[src/rtl/uart_tx_frame_ctrl_pkg.sv]
`default_nettype none
// ============================================================================
// Module  : uart_tx_frame_ctrl_pkg
// Brief   : Shared UART types, frame-format limits and clamp helpers.
// Revision: 1.0 - initial release
// ============================================================================
package uart_tx_frame_ctrl_pkg;

  typedef enum logic [2:0] {
    UART_IDLE   = 3'd0,
    UART_START  = 3'd1,
    UART_DATA   = 3'd2,
    UART_PARITY = 3'd3,
    UART_STOP   = 3'd4
  } uart_state_t;

  typedef struct packed {
    logic [31:0] baudRate;      // informational only
    logic [3:0]  numDataBits;
    logic [1:0]  numStopBits;
    logic        parityEnable;
    logic        parityType;    // 0 = even, 1 = odd
  } uart_config_t;

  localparam int UART_MIN_DATA_BITS = 5;
  localparam int UART_MAX_STOP_BITS = 2;

  // Clamp the requested data-bit count into [UART_MIN_DATA_BITS, max_bits].
  function automatic logic [3:0] uart_clamp_data_bits(input logic [3:0] n,
                                                      input logic [3:0] max_bits);
    if (n < 4'(UART_MIN_DATA_BITS)) return 4'(UART_MIN_DATA_BITS);
    else if (n > max_bits)          return max_bits;
    else                            return n;
  endfunction

  // Zero stop bits means one; anything at or above the maximum means the maximum.
  function automatic logic [1:0] uart_clamp_stop_bits(input logic [1:0] n);
    if (n == 2'd0)                          return 2'd1;
    else if (n >= 2'(UART_MAX_STOP_BITS))   return 2'(UART_MAX_STOP_BITS);
    else                                    return n;
  endfunction

endpackage
`default_nettype wire

[src/rtl/uart_tx_frame_ctrl_baud_counter.sv]
`default_nettype none
// ============================================================================
// Module  : uart_baud_counter
// Brief   : Loadable bit-period down-counter; o_bit_tick marks the last clock
//           of each bit period and the counter reloads itself on that clock.
// Revision: 1.0 - initial release
// ============================================================================
module uart_baud_counter #(
  parameter int DIV_WIDTH = 16
) (
  input  logic                 clk,
  input  logic                 rst,
  input  logic                 i_load,
  input  logic [DIV_WIDTH-1:0] i_div,
  input  logic                 i_clear,
  output logic                 o_bit_tick
);

  localparam logic [DIV_WIDTH-1:0] c_ONE = {{(DIV_WIDTH-1){1'b0}}, 1'b1};

  logic [DIV_WIDTH-1:0] r_div;
  logic [DIV_WIDTH-1:0] r_count;
  logic                 r_run;
  logic [DIV_WIDTH-1:0] w_div_eff;

  // A divisor of zero would never tick, so it runs as one clock per bit.
  assign w_div_eff  = (i_div == '0) ? c_ONE : i_div;
  assign o_bit_tick = r_run && (r_count == '0);

  // Latch the divisor at load, then count down and reload at each bit boundary.
  always_ff @(posedge clk) begin
    if (rst) begin
      r_div   <= c_ONE;
      r_count <= '0;
      r_run   <= 1'b0;
    end else if (i_load) begin
      r_div   <= w_div_eff;
      r_count <= w_div_eff - c_ONE;
      r_run   <= 1'b1;
    end else if (i_clear) begin
      r_count <= '0;
      r_run   <= 1'b0;
    end else if (r_run) begin
      if (r_count == '0) r_count <= r_div - c_ONE;
      else               r_count <= r_count - c_ONE;
    end
  end

endmodule
`default_nettype wire

[src/rtl/uart_tx_frame_ctrl.sv]
`default_nettype none
// ============================================================================
// Module  : uart_tx_frame_ctrl
// Brief   : Sequences one UART frame (START, DATA LSB first, optional PARITY,
//           STOP) per accepted byte. Format and divisor are latched at accept.
// Revision: 1.0 - initial release
// ============================================================================
module uart_tx_frame_ctrl
  import uart_tx_frame_ctrl_pkg::*;
#(
  parameter int DIV_WIDTH     = 16,
  parameter int MAX_DATA_BITS = 8
) (
  input  logic                 clk_i,
  input  logic                 rst_i,
  input  uart_config_t         cfg_i,
  input  logic [DIV_WIDTH-1:0] baud_div_i,
  input  logic [7:0]           tx_data_i,
  input  logic                 tx_valid_i,
  output logic                 tx_ready_o,
  output logic                 tx_o,
  output logic                 busy_o,
  output logic                 tx_done_o,
  output uart_state_t          state_o
);

  localparam logic [3:0] c_MAX_DATA_BITS = 4'(MAX_DATA_BITS);

  uart_state_t r_state;
  logic [7:0]  r_shift;
  logic [3:0]  r_bit_cnt;
  logic [3:0]  r_nbits;
  logic [1:0]  r_nstop;
  logic [1:0]  r_stop_cnt;
  logic        r_par_en;
  logic        r_par_type;
  logic        r_parity;
  logic        r_tx;
  logic        r_busy;
  logic        r_done;

  logic w_accept;
  logic w_tick;
  logic w_bit_last;
  logic w_stop_last;
  logic w_clear;
  logic w_unused_cfg;

  assign tx_ready_o   = (r_state == UART_IDLE) && !rst_i;
  assign w_accept     = tx_valid_i && tx_ready_o;
  assign w_bit_last   = (r_bit_cnt == r_nbits - 4'd1);
  assign w_stop_last  = (r_stop_cnt == r_nstop - 2'd1);
  assign w_clear      = w_tick && (r_state == UART_STOP) && w_stop_last;
  assign w_unused_cfg = ^cfg_i.baudRate;

  assign tx_o      = r_tx;
  assign busy_o    = r_busy;
  assign tx_done_o = r_done;
  assign state_o   = r_state;

  uart_baud_counter #(
    .DIV_WIDTH (DIV_WIDTH)
  ) u_baud_counter (
    .clk        (clk_i),
    .rst        (rst_i),
    .i_load     (w_accept),
    .i_div      (baud_div_i),
    .i_clear    (w_clear),
    .o_bit_tick (w_tick)
  );

  // Frame sequencer: state, shifter, running parity and registered line/status.
  always_ff @(posedge clk_i) begin
    if (rst_i) begin
      r_state    <= UART_IDLE;
      r_shift    <= '0;
      r_bit_cnt  <= '0;
      r_nbits    <= c_MAX_DATA_BITS;
      r_nstop    <= 2'd1;
      r_stop_cnt <= '0;
      r_par_en   <= 1'b0;
      r_par_type <= 1'b0;
      r_parity   <= 1'b0;
      r_tx       <= 1'b1;
      r_busy     <= 1'b0;
      r_done     <= 1'b0;
    end else begin
      r_done <= 1'b0;
      case (r_state)
        UART_IDLE: begin
          r_tx   <= 1'b1;
          r_busy <= 1'b0;
          if (w_accept) begin
            r_shift    <= tx_data_i;
            r_nbits    <= uart_clamp_data_bits(cfg_i.numDataBits, c_MAX_DATA_BITS);
            r_nstop    <= uart_clamp_stop_bits(cfg_i.numStopBits);
            r_par_en   <= cfg_i.parityEnable;
            r_par_type <= cfg_i.parityType;
            r_state    <= UART_START;
            r_tx       <= 1'b0;
            r_busy     <= 1'b1;
          end
        end
        UART_START: begin
          if (w_tick) begin
            r_state   <= UART_DATA;
            r_tx      <= r_shift[0];
            r_parity  <= r_shift[0];
            r_shift   <= r_shift >> 1;
            r_bit_cnt <= '0;
          end
        end
        UART_DATA: begin
          if (w_tick) begin
            if (w_bit_last) begin
              if (r_par_en) begin
                r_state <= UART_PARITY;
                r_tx    <= r_parity ^ r_par_type;
              end else begin
                r_state    <= UART_STOP;
                r_tx       <= 1'b1;
                r_stop_cnt <= '0;
              end
            end else begin
              r_bit_cnt <= r_bit_cnt + 4'd1;
              r_tx      <= r_shift[0];
              r_parity  <= r_parity ^ r_shift[0];
              r_shift   <= r_shift >> 1;
            end
          end
        end
        UART_PARITY: begin
          if (w_tick) begin
            r_state    <= UART_STOP;
            r_tx       <= 1'b1;
            r_stop_cnt <= '0;
          end
        end
        UART_STOP: begin
          if (w_tick) begin
            if (w_stop_last) begin
              r_state <= UART_IDLE;
              r_busy  <= 1'b0;
              r_done  <= 1'b1;
            end else begin
              r_stop_cnt <= r_stop_cnt + 2'd1;
            end
          end
        end
        default: begin
          r_state <= UART_IDLE;
          r_tx    <= 1'b1;
          r_busy  <= 1'b0;
        end
      endcase
    end
  end

endmodule
`default_nettype wire

[config.mk]
export PLATFORM = sky130hd
export DESIGN_NAME = uart_tx_frame_ctrl
export DESIGN_NICKNAME = d
export VERILOG_FILES = /design/src/rtl/uart_tx_frame_ctrl_pkg.sv /design/src/rtl/uart_tx_frame_ctrl_baud_counter.sv /design/src/rtl/uart_tx_frame_ctrl.sv
export SDC_FILE = /design/constraint.sdc
export NUM_CORES = 1
export LEC_CHECK = 0
export BUFFER_PORTS_ARGS = -buffer_cell sky130_fd_sc_hd__buf_2
export CORE_MARGIN = 5
export CORE_UTILIZATION = 35
export DETAILED_ROUTE_END_ITERATION = 16
export PLACE_DENSITY = 0.64
export SLEW_MARGIN = 20
export SYNTH_ARGS = -nofsm -noshare
export SYNTH_HDL_FRONTEND = slang
export SYNTH_HIERARCHICAL = 1
export SYNTH_SLANG_ARGS = --single-unit
[constraint.sdc]
create_clock -name clk_i -period 4.4 [get_ports clk_i]
set_input_delay 0.44 -clock clk_i [delete_from_list [all_inputs] [get_ports clk_i]]
set_output_delay 0.44 -clock clk_i [all_outputs]
set_load 0.03 [all_outputs]
**Yosys cells after proc, flatten, opt, wreduce, memory -nomap -nowiden**

Cells that the tools add are included.

- Flip-flop bits (word level): 62
- Bits in latches: 0
- RAM bits: 0
- Bits in read-only memories: 0
- Output and inout port bits: 7
- Logic and storage cells: 121
- Memories kept: 0

- Add/sub/neg operators: 7
- $mul: 0
- Div/mod/pow operators: 0
- Magnitude comparators: 3
- Equality and inequality tests: 16
- Shift operators: 0
- Muxes and demuxes: 51
- Bitwise logic cells: 5
- Reduce and logical (&&, ||, !) cells: 24

Operator list:

| cell | count |
|---|---|
| $mux W16 | 5 |
| $sub A16 B1 Y16 const B | 3 |
| $logic_not A16 Y1 | 2 |
| $mux W8 | 4 |
| $mux W3 | 8 |
| $pmux W8 S3 | 1 |
| $mux W4 | 5 |
| $ne A2 B2 Y1 const B | 9 |
| $mux W2 | 8 |
| $pmux W3 S5 | 1 |
| $mux W1 | 14 |
| $reduce_and A7 Y1 | 2 |
| $reduce_bool A3 Y1 | 3 |
| $pmux W4 S2 | 1 |
| $reduce_and A4 Y1 | 2 |
| $eq A3 B2 Y1 const B | 2 |
| $pmux W2 S3 | 1 |
| $reduce_or A3 Y1 | 2 |
| $logic_and A1 B1 Y1 | 5 |
| $pmux W1 S5 | 1 |
| $reduce_and A5 Y1 | 1 |
| $add A4 B1 Y4 const B | 1 |
| $eq A4 B4 Y1 | 1 |
| $gt A4 B4 Y1 const B | 1 |
| 19 further kinds | 23 |

**Depth between registers and ports, before layout**

- Depth in word-level cells: 6
- Depth in mapped cells: 13

**Modules after synthesis**

The synthesis kept the hierarchy.

By module, submodules not included:

| module | instances | cells each | area each (µm²) | sequential area each (µm²) |
|---|---|---|---|---|
| uart_baud_counter | 1 | 298 | 2303.5 | 660.6 |
| uart_tx_frame_ctrl | 1 | 196 | 1644.1 | 580.6 |

**Least setup slack after synthesis**

OpenSTA, ideal clock, no wires.

- Path type: register -> register
- Start point: register u_baud_counter.r_count[12]
- End point: register u_baud_counter.r_count[8]
- Arrival: 2.805 ns
- Data required time: 4.268 ns
- Slack: 1.463 ns
- Cell stages (with the launch flop): 14
- Path buffers: 3
- Period minus slack after synthesis: 2.937 ns
- Cell sequence: dfxtp_1 -> or4_4 -> nor4_4 -> buf_6 -> buf_2 -> a21oi_1 -> ha_1 -> or3b_2 -> clkbuf_1 -> nor2_1 -> o211ai_1 -> xor2_1 -> a221oi_1 -> nor3_1

- Longest elaborated chain between the ends: 6
- Elaborated cells on any way between the ends: 9
- Classes of those cells: mux (4); reduce/logical (5)

RTL lines:

| what | RTL line | source |
|---|---|---|
| start, declared | uart_tx_frame_ctrl_baud_counter.sv:22 | `logic [DIV_WIDTH-1:0] r_count;` |
| start signal, assigned | uart_tx_frame_ctrl_baud_counter.sv:38 | `r_count <= w_div_eff - c_ONE;` |
| start signal, assigned | uart_tx_frame_ctrl_baud_counter.sv:44 | `if (r_count == '0) r_count <= r_div - c_ONE;` |
| start signal, assigned | uart_tx_frame_ctrl_baud_counter.sv:45 | `else r_count <= r_count - c_ONE;` |
| $logic_not A16 Y1 * | uart_tx_frame_ctrl_baud_counter.sv:28, uart_tx_frame_ctrl_baud_counter.sv:44 |  |
| $logic_and A1 B1 Y1 | uart_tx_frame_ctrl_baud_counter.sv:28 | `assign o_bit_tick = r_run && (r_count == '0);` |
| $logic_and A1 B1 Y1 (2 in series) | uart_tx_frame_ctrl.sv:53 | `assign w_clear = w_tick && (r_state == UART_STOP) && w_stop_last;` |
| $mux W16 | uart_tx_frame_ctrl_baud_counter.sv:40 | `end else if (i_clear) begin` |
| $mux W16 | uart_tx_frame_ctrl_baud_counter.sv:36 | `end else if (i_load) begin` |

Every way passes the cells marked *; elsewhere a longest branch is shown, timed or not. The select of a mux whose other input is x is not followed.
A chain may end at the register's enable or synchronous reset.

**Worst setup path after layout**

- Start point: register u_baud_counter.r_count[4]
- End point: register u_baud_counter.r_count[0]

- Longest elaborated chain between the ends: 6
- Elaborated cells on any way between the ends: 9
- Classes of those cells: mux (4); reduce/logical (5)

RTL lines:

| what | RTL line | source |
|---|---|---|
| $logic_not A16 Y1 * | uart_tx_frame_ctrl_baud_counter.sv:28 |  |
| $logic_and A1 B1 Y1 * | uart_tx_frame_ctrl_baud_counter.sv:28 |  |
| named net w_tick | uart_tx_frame_ctrl.sv:43 | `logic w_tick;` |
| $logic_and A1 B1 Y1 * (2 in series) | uart_tx_frame_ctrl.sv:53 |  |
| named net w_clear | uart_tx_frame_ctrl.sv:46 | `logic w_clear;` |
| $mux W16 | uart_tx_frame_ctrl_baud_counter.sv:40 |  |
| $mux W16 | uart_tx_frame_ctrl_baud_counter.sv:36 |  |

Mark *: on every way through the listed nets, which the timed path passes. The rest lies on a longest branch. The select of a mux whose other input is x is not followed.

==> metrics.txt <==
cell row count 38; synth top area cells dfxtp_1, mux2i_1, nor2_1; Gate power share between 40% and 50%; VDD IR-drop max 284 uV; I/O pins 74; fmax around 320 MHz; Setup crit start kind register; warning count from the yosys run 6; grt ovf 0; final net count ~600; sequential cell area fraction in the yosys report 31.4%; Via Count 3778; PwrDens 597 nW/um^2; Root Buffer Master clkbuf_16; drt wl/cell 15.6 um; WS Path Type register to register; worst slew pin tran 0.676 ns; drt first pass iters 5; layout cells sized above 1 16.0%; gr usage total 16.0%; vias in the first global route 3443; hold path start tx_data_i[7]; share of total power in sequential cells 31.1%; CTS Sinks 62; dpl hpwl 7490 um; die area approximately 14000 um^2; setup TNS 0 ns; met3 Usage GRT roughly 3.7%; Initial DRC Count 212; Tot Pwr 0.00271 W; n_diodes 0; met2 usage 25.7%; layer with the highest usage met2; predominant post-synthesis flop cell dfxtp_1; Critical Path Fanout Max 11; Crit. Startpoint u_baud_counter/r_count[4]; CP dominant cell by count nor2_1; most frequent cells after synthesis nor2_1, dfxtp_1, a21oi_1, nand2_1, mux2i_1; RR Startpoint u_baud_counter/r_count[4]; switching portion of total power 42.5%; Num CTS Buffers 9; Sw Pwr between 0.001 and 0.0015 W; routed wire length 10400 um; clock-pin slew on the worst setup and hold paths about 0.060 ns; CP endpoint kind register; Required @ worst endpoint 4.65 ns; DRC 0; outcome complete, no violations; top-count cell post-synth nor2_1; worst path bufs/invs 1; Final Hold Viols 0; post-route ant nets 0; Fillers 1120; Area Growth Syn to Fin 15.0%; leading area contributor after synthesis dfxtp_1; syn nets 565; Skew-Pair Late Insertion Delay 0.34 ns; # hold bufs at CTS 0; FF+latch count, synth just over 60; postcts setup bufs 0; leakage about 1.6 nW; hold_ws 0.318 ns; CTS tree built; MaxCap Viol Count 0; first-pass GRT wire length approximately 17000 um; Worst slew margin 54.9%; clk_skew 0.00958 ns; Syn Area/Cell 7.99 um^2; Distinct cells, synth between 70 and 80; post-CTS sizing 0; Die Y 116 um; Slew Limit Fails 0; CP arrival between 3 and 4 ns; largest net degree at the start of global routing 61; Yosys top cell area share 31.4%; Top delay family on crit path simple AND/OR/NAND/NOR gates; multi-input combinational cell area 2540 um^2; clock network power share 24.3%; gpl congestion 0.883; DIE WIDTH 116 um; HP Class primary input to register; Reg area ~1200 um^2; period utilization 70.4%; CP peak stage delay 0.54 ns; number of synthesized flops with an enable pin 0; initial cell density of the core about 36%; fraction of registers with async set/reset 0%; internal power 0.00156 W; synthesized cell area 3950 um^2; unrepaired setup endpoints after global routing no; cell count after synthesis 494; port bufs 40; Max Buffers Root-to-Sink 2; clock period minus worst slack 3.10 ns; CP max stage cell nor4_1; H-tree levels 3; vias per cell 5.63; core region area 10900 um^2; met1 Usage GRT 21.1%; initial antenna violation count 0; final setup fails 0; CP Cell Sequence nor4_1 -> nand4_1 -> nor2_1 -> buf_4 -> nand2_1 -> nor2_1 -> nor2_1 -> nand2_1 -> nor2_1 -> a211oi_1
worst reg2reg max path, stage by stage (launching register included):
cell and delay, ns:
dfxtp_1 0.40, nor4_1 0.54, nand4_1 0.45, nor2_1 0.20, buf_4 0.20, nand2_1 0.09
nor2_1 0.28, nor2_1 0.22, nand2_1 0.36, nor2_1 0.07, a211oi_1 0.21
flip-flops by register name (all words and copies together), names as in the netlist:
register and count:
u_baud_counter/r_count 16, u_baud_counter/r_div 16, r_shift 8, r_bit_cnt 4
r_nbits 4, state_o 3, r_nstop 2, r_stop_cnt 2
busy_o 1, r_par_en 1, r_par_type 1, r_parity 1
tx_done_o 1, tx_o 1, u_baud_counter/r_run 1
per-stage QoR:
stage	utilization (%)	cells	area, um^2	setup WS [ns]
2_1_floorplan	-	494	3950	1.46
3_3_place_gp	39.0	655	4260	1.37
3_5_place_dp	39.0	655	4260	1.37
4_1_cts	41.5	671	4540	1.33
5_1_grt	41.5	671	4540	0.954
6_report	41.5	671	4540	1.30
final cells by class:
class                           count  share of cell area [%]
Timing Repair Buffer               47                    5.57
Multi-Input combinational cell    392                    56.0
Sequential cell                    62                    27.3
Inverter                           14                    1.16
Clock buffer                        9                    4.96
Clock inverter                      7                    1.10
Tap cell                          140                    3.86
path summary, 6_finish.rpt:
path,end,slack (ns),cells after the start
max,u_baud_counter/r_count[0],1.30,10
min,r_shift[7],0.32,2
max reg2reg,u_baud_counter/r_count[0],1.30,10
min reg2reg,r_nbits[3],0.47,2
power by group through the flow:
| stage | logic, W | registers [W] | clock network [W] |
|---|---|---|---|
| 2_1_floorplan | 0.000986 | 0.000802 | 0 |
| 3_3_place_gp | 0.00118 | 0.000847 | 0 |
| 3_5_place_dp | 0.00120 | 0.000853 | 0 |
| 4_1_cts | 0.00121 | 0.000841 | 0.000677 |
| 5_1_grt | 0.00135 | 0.000866 | 0.000700 |
| 6_report | 0.00121 | 0.000844 | 0.000658 |
cells by family after synthesis:
kind of cell,count (synthesis),synth area share [%]
AND/OR/NAND/NOR,198,25.9
buffers and inverters,40,4.34
multiplexers,29,7.39
adder cells (fa/ha/maj),4,1.27
XOR/XNOR,25,5.93
AO/OA/AOI/OAI,136,23.7
flip-flops,62,31.4
cells in the final DEF, fill, tap and decap left out, drive strengths merged, types with 4 or more instances in the layout:
cell type	synthesis	layout
and2	4	4
a31oi	5	5
nor3	27	27
nor4	16	16
nand2	33	33
nor2	64	64
xor2	11	11
clkinv	1	4
buf	9	47
nand4	4	4
a21oi	40	40
or4	11	11
or3	7	7
o22ai	6	6
dfxtp	62	62
mux2i	28	28
ha	4	4
nand2b	8	8
o31ai	5	5
a22oi	4	4
o21ai	27	27
inv	13	14
xnor2	13	13
clkbuf	17	9
a211oi	13	13
nand3	9	9
nor2b	4	4
routing by layer:
layer  vias up  part of all wire [%]
met5         -                     0
li1       1905                     -
met4         0                   1.5
met2        95                    47
met1      1769                    46
met3         9                   5.2
(Power assumes the default switching activity.)
